[src/rtl/sprite_blitter.sv]
// sprite_blitter: copies an SPR_W x SPR_H sprite from a sprite ROM into a
// frame RAM. Pixels are issued one per cycle in raster order, clipped to the
// screen, and skipped when they carry the transparent palette index.
//
// Ports:
//   Clk, Reset     clock, synchronous active-high reset
//   start          one-cycle blit request (honoured only in IDLE)
//   pos_x, pos_y   signed top-left target position (two's complement)
//   spr_base       sprite ROM address of pixel (0,0)
//   rom_addr       sprite ROM read address
//   rom_data       sprite ROM palette index, one cycle after rom_addr
//   write_address  frame RAM write address (ty*SCREEN_W + tx)
//   data_In        frame RAM write data
//   we             frame RAM write enable
//   busy           high in RUN and DRAIN
//   done           one-cycle completion pulse (DONE state)
//
// state | meaning
// IDLE  | waiting for start; position and base are latched on accept
// RUN   | issuing one sprite pixel per cycle
// DRAIN | two cycles letting the last pixels leave the pipeline
// DONE  | completion pulse, returns to IDLE
module sprite_blitter #(
  parameter int         SCREEN_W   = 320,
  parameter int         SCREEN_H   = 240,
  parameter int         SPR_W      = 32,
  parameter int         SPR_H      = 32,
  parameter logic [4:0] TRANSP_IDX = 5'h00
) (
  input  logic        Clk,
  input  logic        Reset,
  input  logic        start,
  input  logic [9:0]  pos_x,
  input  logic [9:0]  pos_y,
  input  logic [15:0] spr_base,
  output logic [15:0] rom_addr,
  input  logic [4:0]  rom_data,
  output logic [18:0] write_address,
  output logic [4:0]  data_In,
  output logic        we,
  output logic        busy,
  output logic        done
);

  localparam int CW = (SPR_W > 1) ? $clog2(SPR_W) : 1;
  localparam int RW = (SPR_H > 1) ? $clog2(SPR_H) : 1;
  localparam logic [CW-1:0] COL_LAST = CW'(SPR_W - 1);
  localparam logic [RW-1:0] ROW_LAST = RW'(SPR_H - 1);

  localparam logic [1:0] S_IDLE  = 2'd0;
  localparam logic [1:0] S_RUN   = 2'd1;
  localparam logic [1:0] S_DRAIN = 2'd2;
  localparam logic [1:0] S_DONE  = 2'd3;

  logic [1:0]    state_q, state_d;
  logic [CW-1:0] col_q, col_d;
  logic [RW-1:0] row_q, row_d;
  logic          drain_q, drain_d;
  logic [9:0]    pos_x_q, pos_x_d;
  logic [9:0]    pos_y_q, pos_y_d;
  logic [15:0]   rom_addr_q, rom_addr_d;
  logic          issue;

  // Stage 1: target coordinates of the pixel whose ROM read is in flight.
  logic          v1_q;
  logic [11:0]   tx_q, tx_d;
  logic [11:0]   ty_q, ty_d;
  logic          on_screen;

  // Stage 2: registered frame RAM write.
  logic          we_q, we_d;
  logic [18:0]   wa_q, wa_d;
  logic [4:0]    data_q;

  always_comb begin
    state_d    = state_q;
    col_d      = col_q;
    row_d      = row_q;
    drain_d    = drain_q;
    pos_x_d    = pos_x_q;
    pos_y_d    = pos_y_q;
    rom_addr_d = rom_addr_q;
    issue      = 1'b0;
    case (state_q)
      S_IDLE: begin
        if (start) begin
          state_d    = S_RUN;
          pos_x_d    = pos_x;
          pos_y_d    = pos_y;
          rom_addr_d = spr_base;
          col_d      = '0;
          row_d      = '0;
        end
      end
      S_RUN: begin
        issue = 1'b1;
        // Raster order makes consecutive pixels consecutive ROM addresses.
        rom_addr_d = rom_addr_q + 16'd1;
        if (col_q == COL_LAST) begin
          col_d = '0;
          if (row_q == ROW_LAST) begin
            row_d   = '0;
            drain_d = 1'b1;
            state_d = S_DRAIN;
          end else begin
            row_d = row_q + 1'b1;
          end
        end else begin
          col_d = col_q + 1'b1;
        end
      end
      S_DRAIN: begin
        if (drain_q == 1'b0) state_d = S_DONE;
        else                 drain_d = drain_q - 1'b1;
      end
      S_DONE:  state_d = S_IDLE;
      default: state_d = S_IDLE;
    endcase
  end

  // Sign-extend before adding so off-screen positions never wrap on-screen.
  assign tx_d = {{2{pos_x_q[9]}}, pos_x_q} + 12'(col_q);
  assign ty_d = {{2{pos_y_q[9]}}, pos_y_q} + 12'(row_q);

  assign on_screen = !tx_q[11] && (tx_q < 12'(SCREEN_W)) &&
                     !ty_q[11] && (ty_q < 12'(SCREEN_H));

  assign we_d = v1_q && on_screen && (rom_data != TRANSP_IDX);
  assign wa_d = 19'(ty_q) * 19'(SCREEN_W) + 19'(tx_q);

  always_ff @(posedge Clk) begin
    if (Reset) begin
      state_q    <= S_IDLE;
      col_q      <= '0;
      row_q      <= '0;
      drain_q    <= 1'b0;
      pos_x_q    <= '0;
      pos_y_q    <= '0;
      rom_addr_q <= '0;
      v1_q       <= 1'b0;
      tx_q       <= '0;
      ty_q       <= '0;
      we_q       <= 1'b0;
      wa_q       <= '0;
      data_q     <= '0;
    end else begin
      state_q    <= state_d;
      col_q      <= col_d;
      row_q      <= row_d;
      drain_q    <= drain_d;
      pos_x_q    <= pos_x_d;
      pos_y_q    <= pos_y_d;
      rom_addr_q <= rom_addr_d;
      v1_q       <= issue;
      tx_q       <= tx_d;
      ty_q       <= ty_d;
      we_q       <= we_d;
      wa_q       <= wa_d;
      data_q     <= rom_data;
    end
  end

  assign rom_addr      = rom_addr_q;
  assign write_address = wa_q;
  assign data_In       = data_q;
  assign we            = we_q;
  assign busy          = (state_q == S_RUN) || (state_q == S_DRAIN);
  assign done          = (state_q == S_DONE);

endmodule

[config.mk]
export PLATFORM = sky130hd
export DESIGN_NAME = sprite_blitter
export DESIGN_NICKNAME = d
export VERILOG_FILES = /design/src/rtl/sprite_blitter.sv
export SDC_FILE = /design/constraint.sdc
export NUM_CORES = 1
export LEC_CHECK = 0
export BUFFER_PORTS_ARGS = -buffer_cell sky130_fd_sc_hd__buf_2
export CAP_MARGIN = 20
export CELL_PAD_IN_SITES_DETAIL_PLACEMENT = 0
export CELL_PAD_IN_SITES_GLOBAL_PLACEMENT = 1
export CORE_AREA = 8 8 123 125
export CTS_CLUSTER_SIZE = 10
export DETAILED_ROUTE_END_ITERATION = 6
export DIE_AREA = 0 0 131 133
export PLACE_DENSITY_LB_ADDON = 0.15
export SYNTH_ARGS = -nofsm -noshare
export SYNTH_HDL_FRONTEND = slang
export SYNTH_SLANG_ARGS = --single-unit
[constraint.sdc]
create_clock -name Clk -period 2.55 [get_ports Clk]
set_input_delay 0.255 -clock Clk [delete_from_list [all_inputs] [get_ports Clk]]
set_output_delay 0.255 -clock Clk [all_outputs]
set_load 0.1 [all_outputs]
======== Yosys cells after proc, flatten, opt, wreduce, memory -nomap -nowiden ========
Cells that the tools add are included.
word-level totals
  flip-flop bits (word level) ............. 99
  latch bits .............................. 0
  bits in writable memories ............... 0
  ROM bits ................................ 0
  input bits .............................. 44
  output and inout bits ................... 43
  logic and storage cells ................. 67
  memories kept ........................... 0
operators by class
  $add $sub $neg .......................... 7
  multipliers ............................. 1
  div/mod/pow operators ................... 0
  magnitude comparators ................... 2
  equal/unequal tests ..................... 9
  shift-type cells ........................ 0
  mux-type cells .......................... 18
  bitwise operators ....................... 0
  reduce and logical (&&, ||, !) cells .... 17
operator list
  cell                     count
  $pmux W16 S2             1
  $add A10 B6 Y11          2
  $mux W5                  4
  $pmux W5 S2              2
  $add A19 B12 Y19         1
  $add A16 B1 Y16 const B  1
  $mux W16                 1
  $mul A12 B3 Y13 const B  1
  $lt A12 B8 Y1 const B    1
  $lt A12 B9 Y1 const B    1
  $add A5 B1 Y5 const B    2
  $eq A5 B5 Y1 const B     2
  $mux W2                  4
  $ne A2 B2 Y1 const B     4
  $pmux W2 S4              1
  $reduce_and A3 Y1        2
  $logic_and A1 B1 Y1      5
  $reduce_bool A5 Y1       1
  $eq A2 B2 Y1 const B     2
  $mux W1                  4
  $reduce_and A2 Y1        2
  $reduce_and A4 Y1        1
  $reduce_bool A2 Y1       2
  $eq A2 B1 Y1 const B     1
  other kinds (5)          6

======== Logic depth before layout (Yosys ltp) ========
Gate-level depths: netlist (run 1).
  word-level depth ........................ 6
  mapped depth ............................ 13
  depth with buffers taken out ............ 13

======== Worst setup path after synthesis (run 1) ========
Ideal clock, no wire load.
  kind .................................... reg2reg
  start ................................... register ty_q[1]
  end ..................................... register wa_q[18], in the netlist write_address[18]
  setup time .............................. 127 ps
  arrival time ............................ 2,731 ps
  required time ........................... 2,423 ps
  slack ................................... -308 ps
  stages on the path, launching flop included .. 14
  path buffers ............................ 0
  period minus slack after synthesis ...... 2,858 ps
  cells stage by stage .................... dfxtp_1 -> ha_1 -> ha_1 -> inv_1 -> fa_1 -> inv_1 -> ha_1 -> o21a_1 -> o31ai_1 -> a21oi_1 -> nand4_1 -> nor4_1 -> xnor3_1 -> nor2b_4
between the ends
  longest elaborated chain between the ends .. 2
RTL lines
  what                    line  text
  from (decl)             67    logic [11:0] ty_q, ty_d;
  from (signal assigned)  156   ty_q <= ty_d;
  $mul A12 B3 Y13         129   assign wa_d = 19'(ty_q) * 19'(SCREEN_W) + 19'(tx_q);
  $add A19 B12 Y19        129
  to (signal assigned)    158   wa_q <= wa_d;
  to (decl)               72    logic [18:0] wa_q, wa_d;
Every way passes these cells.
A chain may end at the register's enable or synchronous reset.

======== Worst setup path after layout (run 1) ========
  start ................................... register ty_q[3]
  end ..................................... register wa_q[18], in the netlist write_address[18]
Same word-level chain as after synthesis.

==> summary by stage, run 1 <==
Clocking
Counting along the longest clock path gives a buffer depth of 2. In this run the number of H-tree levels came out at 3. The tree is rooted in a clkbuf_16. The worst-skew pair later-pin latency is about 350 ps. Clock tree synthesis found a total of 97 sinks. Buffers inserted during clock tree synthesis total 9. The number of hold buffers added after cts is 0. The clock tree from TritonCTS is yes. The clock-pin slew reported for the worst setup and hold paths after clock tree synthesis is about 70 ps.

Global routing
The initial antenna violation count is 0. The via count of the first global-routing pass is ~4.2k. The wire length of the first global-routing pass is about 20000 um. The remaining global-route overflow is 0. Across every metal layer, demand over resource in global routing totals 0.139. The largest net degree at the start of global routing is just under 70.

Setup path
The type of the setup path with the least slack is flip-flop to flip-flop. The critical path capture point type is a flip-flop. At the worst endpoint, the required time is approximately 2800 ps. The critical path startpoint category is a flip-flop.

In this run the worst path has a maximum fanout of 2. The setup slack of the most critical reg-to-reg path is -220 ps. The worst path arrival time is about 3000 ps.

Logic synthesis
The most common cell in the synthesized netlist is dfxtp_1. The synthesis warning total is 0. By area the synthesized netlist is led by dfxtp_1, ha_1, a21oi_1.

In this run, synthesis inferred 0 flip-flops with an integrated enable. The most used flip-flop cell after synthesis is dfxtp_1. The mean cell area of the mapped netlist is roughly 8.5 um^2.

The share of the yosys chip area belonging to registers is 0.395. Counting distinct cell types in the post-synthesis netlist gives 52. After technology mapping, the gate count stands at roughly 580. Of all flip-flops after synthesis, the portion carrying an async set or reset was 0. The commonest cells after synthesis are dfxtp_1, nand2_1, nor2_1, a21oi_1, ha_1.

The total nets after synthesis is between 600 and 700. Summing every instance area after synthesis gives 0.00492 mm^2. The cell taking the most area after synthesis is dfxtp_1. The number of synthesized register bits is a little under 100. Of the post-synthesis cell area, the dominant cell type holds 0.395.

STA
The highest achievable clock rate is between 0.3 and 0.4 GHz. The worst-case headroom to the max-slew limit is 0.640. The setup-violating endpoint count in the final report is 5.

Setup repair after global routing could not meet its margin everywhere. The final max-slew violation count is 0. The count of endpoints failing hold in the final timing report is 0. The worst setup margin is -216 ps. For the pin with the worst max-slew slack, the measured transition is around 530 ps. Between clock sinks in the finished design, the worst skew comes to between 10 and 15 ps. The post-route fraction of the period consumed by the critical path is 1.08.

Across all hold checks on the routed design, the worst slack comes to 130 ps. The time the final worst path needs with I/O delays and setup is 2770 ps.

Floorplanning
The starting density of the core is 0.376. The horizontal die dimension is about 130 um. The number of ports placed on the die boundary is 87. The floorplan has 42 rows. The floorplan step set the die height to around 130 um. The area inside the core boundary is around 0.013 mm^2. The die area is 0.0174 mm^2.

Power and ir drop
The power per cell area is 1030 mW/mm^2. The worst-case vdd ir drop is 911 uV. Total power for the finished layout comes to between 6 and 7 mW. The cell leakage power is between 2 and 3 nW.

Drt
For this run, design rule violations remaining after detail routing come to 0. Dividing the detail-routed wire length by the instance count gives 13.7 um. The number of search-and-repair iterations in the first detailed-routing pass is 5. The via-per-instance ratio is ~4.9. The number of violations reported at the end of detailed-routing iteration 0 is ~180. The count of nets left with antenna violations after detail routing is 0. Summing over every cut layer, the via total after detailed routing is ~4.3k. The aggregate routed wire length is ~12000 um.

Run
The number of maximum-capacitance constraint violations is 0.

Placement
Counting tap cells, the placed design contains a total of around 840 instances. During placement, the flow inserted port buffers numbering between 80 and 90. The HPWL after detailed placement is roughly 9000 um. Routability-driven placement finished with a final weighted congestion of slightly below 0.8. The instance area at placement is approximately 0.0058 mm^2.

Layout
The fraction of final layout cells sized beyond drive strength 1 is 0.235. The multi-input combinational cell area is 0.00287 mm^2. In the final design database the tool counted about 770 nets.

The antenna diode instance count is 0. The design area is 0.00612 mm^2. The layout has 1303 filler cells. Summing all flip-flop and latch instances after layout gives ~0.002 mm^2.

The area added between synthesis and finish is 24.5%. Leaving out filler cells and counting taps, the final layout contains between 800 and 900.

Run status
The checks that failed: negative setup slack. The run finished, with violations left.

Worst hold path
The worst hold path class is input port to flip-flop.
state kept, by name (all words and copies together), names as in the netlist:
name,cells
we,1
write_address,19
col_q,5
rom_addr,16
data_In,5
ty_q,11
drain_q,1
v1_q,1
state_q,2
pos_x_q,10
pos_y_q,10
row_q,5
tx_q,11
final cells by class:
type | instances | area share
Multi-Input combinational cell | 432 | 0.468
Sequential cell | 97 | 0.318
Clock buffer | 10 | 0.0390
Clock inverter | 6 | 0.0119
Timing Repair Buffer | 120 | 0.114
Inverter | 21 | 0.0129
Tap cell | 176 | 0.0360
worst paths after layout:
kind	start	endpoint	cells past startpoint
max	ty_q[3]$_SDFF_PP0_	write_address[18]$_SDFF_PP0_	13
min	Reset	write_address[9]$_SDFF_PP0_	2
max reg2reg	ty_q[3]$_SDFF_PP0_	write_address[18]$_SDFF_PP0_	13
min reg2reg	tx_q[5]$_SDFF_PP0_	write_address[5]$_SDFF_PP0_	1
cell usage in the layout (no fill, tap or decap), drive strengths merged, types with 6 or more instances in the layout:
| cell | count |
|---|---|
| nor3 | 15 |
| xnor2 | 11 |
| dfxtp | 97 |
| buf | 120 |
| o21ai | 30 |
| nor2b | 27 |
| and3 | 12 |
| nand4 | 8 |
| clkbuf | 10 |
| a21oi | 50 |
| a21o | 12 |
| nand2 | 66 |
| ha | 45 |
| nand3 | 15 |
| xor2 | 13 |
| o21a | 6 |
| nor2 | 56 |
| a211oi | 12 |
| inv | 23 |
worst max-delay path, cell delays in order (launching register included):
cell and delay (ps):
dfxtp_2 340, ha_4 270, ha_4 130, inv_2 30, fa_1 490, inv_2 50
ha_4 250, o21a_1 120, o31ai_2 80, a21oi_2 180, nand4_1 160, nor4_2 200
xnor3_1 250, nor2b_4 130
timing repair:
item | in CTS | in global routing
pin swaps | 4 | 0
buffers inserted | 2 | 0
endpoints found under the hold margin | 0 | 0
gates resized for setup | 4 | 0
endpoints found under the setup margin | 6 | 6
stage by stage:
| stage | setup slack (ps) | TNS [ps] | utilization |
|---|---|---|---|
| floorplan | -289 | -289 | - |
| detailed placement | -424 | -839 | 0.442 |
| finish | -216 | -632 | 0.468 |
| global route | -373 | -1690 | 0.468 |
| global placement | -352 | -593 | 0.442 |
| CTS | -257 | -800 | 0.468 |
report_power, final:
group | internal (mW) | switching [mW] | total [mW]
sequential | 1.80 | 0.223 | 2.02
clock | 0.798 | 0.619 | 1.42
combinational | 0.768 | 2.11 | 2.88
total | 3.36 | 2.95 | 6.32
routing by layer:
metal	wire length, um	vias up	GRT usage
met5	0	-	0
met3	770	7	0.0490
met2	5430	80	0.232
met4	103	0	0.0364
li1	-	2213	-
met1	5480	1961	0.163
cells by family after synthesis:
logic type | count (synthesis) | share of synthesized area
AO/OA/AOI/OAI | 132 | 0.165
XOR/XNOR | 25 | 0.0489
adder cells (fa/ha/maj) | 49 | 0.131
buffers and inverters | 47 | 0.0359
flip-flops | 97 | 0.395
multiplexers | 2 | 0.00407
AND/OR/NAND/NOR | 224 | 0.221
No activity file was read; power rests on OpenSTA's default activity.
==> inputs of run 2 (changes only) <==
CTS_BUF_LIST = sky130_fd_sc_hd__clkbuf_16   (was unset)
==> run 2 against run 1 <==
The flow still finishes with violations (negative setup slack); fmax is essentially flat; hold slack improved by 0.72 ps; clock power about the same; largest cell class unchanged; count of clock-buffer cells in the layout shrank 1; via count down 0.35%; cell count unchanged; power down 0.46%; wire length about the same.
==> summary by stage, run 2 (synthesis results as in run 1) <==
Clocking
The clock-pin slew reported for the worst setup and hold paths after clock tree synthesis is around 70 ps. The longest clock path from root to sink contains 2 buffers. The number of hold buffers added after cts is 0. The tree is rooted in a clkbuf_16. The number of CTS-inserted buffers is 9. The clock tree synthesis step divided the H-tree into 3 levels. For this design, the sink count on the clock tree is 97. The worst-skew pair later-pin latency is ~350 ps. The clock tree from TritonCTS is yes.

Power and ir drop
The switching power total is slightly below 3 mW. The cell leakage power is around 2.8 nW. The share of total power dissipated in combinational logic is 0.458.

Of the total power, registers draw 0.321. The total power draw is approximately 6.3 mW. Internal power comes to 3.33 mW.

Of the total power, the share spent switching nets is 0.470. VDD sags by at most between 900 and 1000 uV. The power per cell area is 1030 mW/mm^2. Of the total power, the clock network draws 0.221.

STA
The worst-case headroom to the max-slew limit is 0.640. The clock skew is 10.3 ps. After layout, the minimum clock period comes to 2770 ps. The setup-violating endpoint count in the final report is 5. The count of endpoints failing hold in the final timing report is 0.

Dividing the final minimum period by the clock period gives 1.08. At the pin with the least slew margin, the transition time is 532 ps. The final max-slew violation count is 0. Setup repair after global routing could not meet its margin everywhere. The worst setup margin is -216 ps. The highest achievable clock rate is about 0.36 GHz.

Drt
The routed wire length per instance is 13.7 um. The number of search-and-repair iterations in the first detailed-routing pass is 4. The count of nets left with antenna violations after detail routing is 0. In this run, the number of DRC markers left after iteration 0 of detailed routing was ~180. The via total after detailed routing is around 4.2k. After detailed routing, the number of remaining DRC violations is 0. The aggregate routed wire length is about 12000 um. After detailed routing, the number of vias per cell comes to about 4.9.

Setup path
For the worst setup path, the data required time is between 2000 and 3000 ps. Data arrives at the worst endpoint at 3000 ps. The number of cells on the worst reg-to-reg path is 13.

The worst setup path is launched from a flip-flop. The critical path capture point type is a flip-flop. The type of the setup path with the least slack is flip-flop to flip-flop. The largest fanout on the critical path is 2.

Floorplanning
For this configuration, the core starts out at a cell density of 0.376. Row generation in the floorplan step produced 42 rows. In this run the horizontal extent of the chip is about 130 um.

The die extent in y is about 130 um. During I/O placement, the number of pins put on the boundary was between 80 and 90. In this run the standard cell core region covers between 0.01 and 0.015 mm^2.

The die area is around 0.017 mm^2.

Layout
The design area is between 0.006 and 0.007 mm^2. The fraction of final layout cells sized beyond drive strength 1 is 0.233. The register with the most flip-flops in the layout has 19 of them. The most common library cell in the layout ignoring fill and taps is dfxtp_1. The antenna diode instance count is 0.

For this run, the number of standard cells in the final layout without fillers is around 860. The top cell types in the final layout, fill and taps aside, are dfxtp_1, buf_2, nand2_1, nor2_1, a21oi_1. For this run, the post-layout net count is slightly below 800. The area added between synthesis and finish is 24.3%.

Placement
The HPWL after detailed placement is roughly 9000 um. The routability congestion estimate from global placement is a little under 0.8. The instance area at placement is about 0.0058 mm^2. In this run the tool buffered the top-level ports with 86 buffer cells. The total instance count after detailed placement is between 800 and 900.

Global routing
The first global-routing pass estimated around 20000 um of wire. Entering global routing, the biggest net connects between 60 and 70 pins. For this run the aggregate overflow at the end of global routing stands at 0. The global-route usage over all layers is 0.139. The initial antenna violation count came to 0. The via count of the first global-routing pass came to 4205.

Worst hold path
The worst hold path class is input port to flip-flop. The worst hold path was traced through 2 stages.

Run
Max-cap violations in this run came to 0.

Run status
The flow ran to the end, but the final reports show violations. The final reports fail on negative setup slack.
==> run 2: per-stage QoR <==
stage / util / TNS (ps) / setup WS [ps] / hold WS [ps]
6_report: 0.467 / -629 / -216 / 131
5_1_grt: 0.467 / -1690 / -373 / 128
4_1_cts: 0.467 / -800 / -257 / 126
3_5_place_dp: 0.442 / -839 / -424 / 421
3_3_place_gp: 0.442 / -593 / -352 / 419
2_1_floorplan: - / -289 / -289 / 383
==> run 2: routing by layer <==
metal | track usage | vias up | share of wire | routed length (um)
li1 | - | 2213 | - | -
met1 | 0.163 | 1943 | 0.47 | 5490
met2 | 0.232 | 83 | 0.46 | 5410
met3 | 0.0490 | 7 | 0.066 | 776
met4 | 0.0364 | 0 | 0.0084 | 99
met5 | 0 | - | 0 | 0
==> run 2: worst paths after layout <==
check                startpoint                           end  slack [ps]
max          ty_q[3]$_SDFF_PP0_  write_address[18]$_SDFF_PP0_        -220
min                       Reset   write_address[9]$_SDFF_PP0_         130
max reg2reg  ty_q[3]$_SDFF_PP0_  write_address[18]$_SDFF_PP0_        -220
min reg2reg  tx_q[5]$_SDFF_PP0_   write_address[5]$_SDFF_PP0_         440
==> run 2: critical path: stages, from the launching register on <==
cell	delay (ps)
dfxtp_2	340
ha_4	270
ha_4	130
inv_2	30
fa_1	490
inv_2	50
ha_4	250
o21a_1	120
o31ai_2	80
a21oi_2	170
nand4_1	160
nor4_2	200
xnor3_1	250
nor2b_4	130
==> run 2: layout make-up <==
| type | count | area [um^2] |
|---|---|---|
| fillers | 1303 | 6970 |
| multi-input cells | 432 | 2870 |
| flip-flops and latches | 97 | 1950 |
| repair buffers | 120 | 698 |
| clock buffers | 9 | 225 |
| well taps | 176 | 220 |
| inverters | 21 | 78.8 |
| clock inverters | 7 | 76.3 |
==> run 2: power by group through the flow <==
stage               Combinational [mW]  Sequential, mW  Clock [mW]
global placement                  2.85            2.05           0
CTS                               2.91            2.02        1.43
finish                            2.88            2.02        1.39
detailed placement                2.89            2.06           0
floorplan                         1.30            2.98           0
global route                      3.13            2.06        1.49
==> run 2: what timing repair did <==
action	in CTS	in global routing
gates resized for setup	4	0
endpoints found under the setup margin	6	6
pin swaps	4	0
buffers inserted	2	0
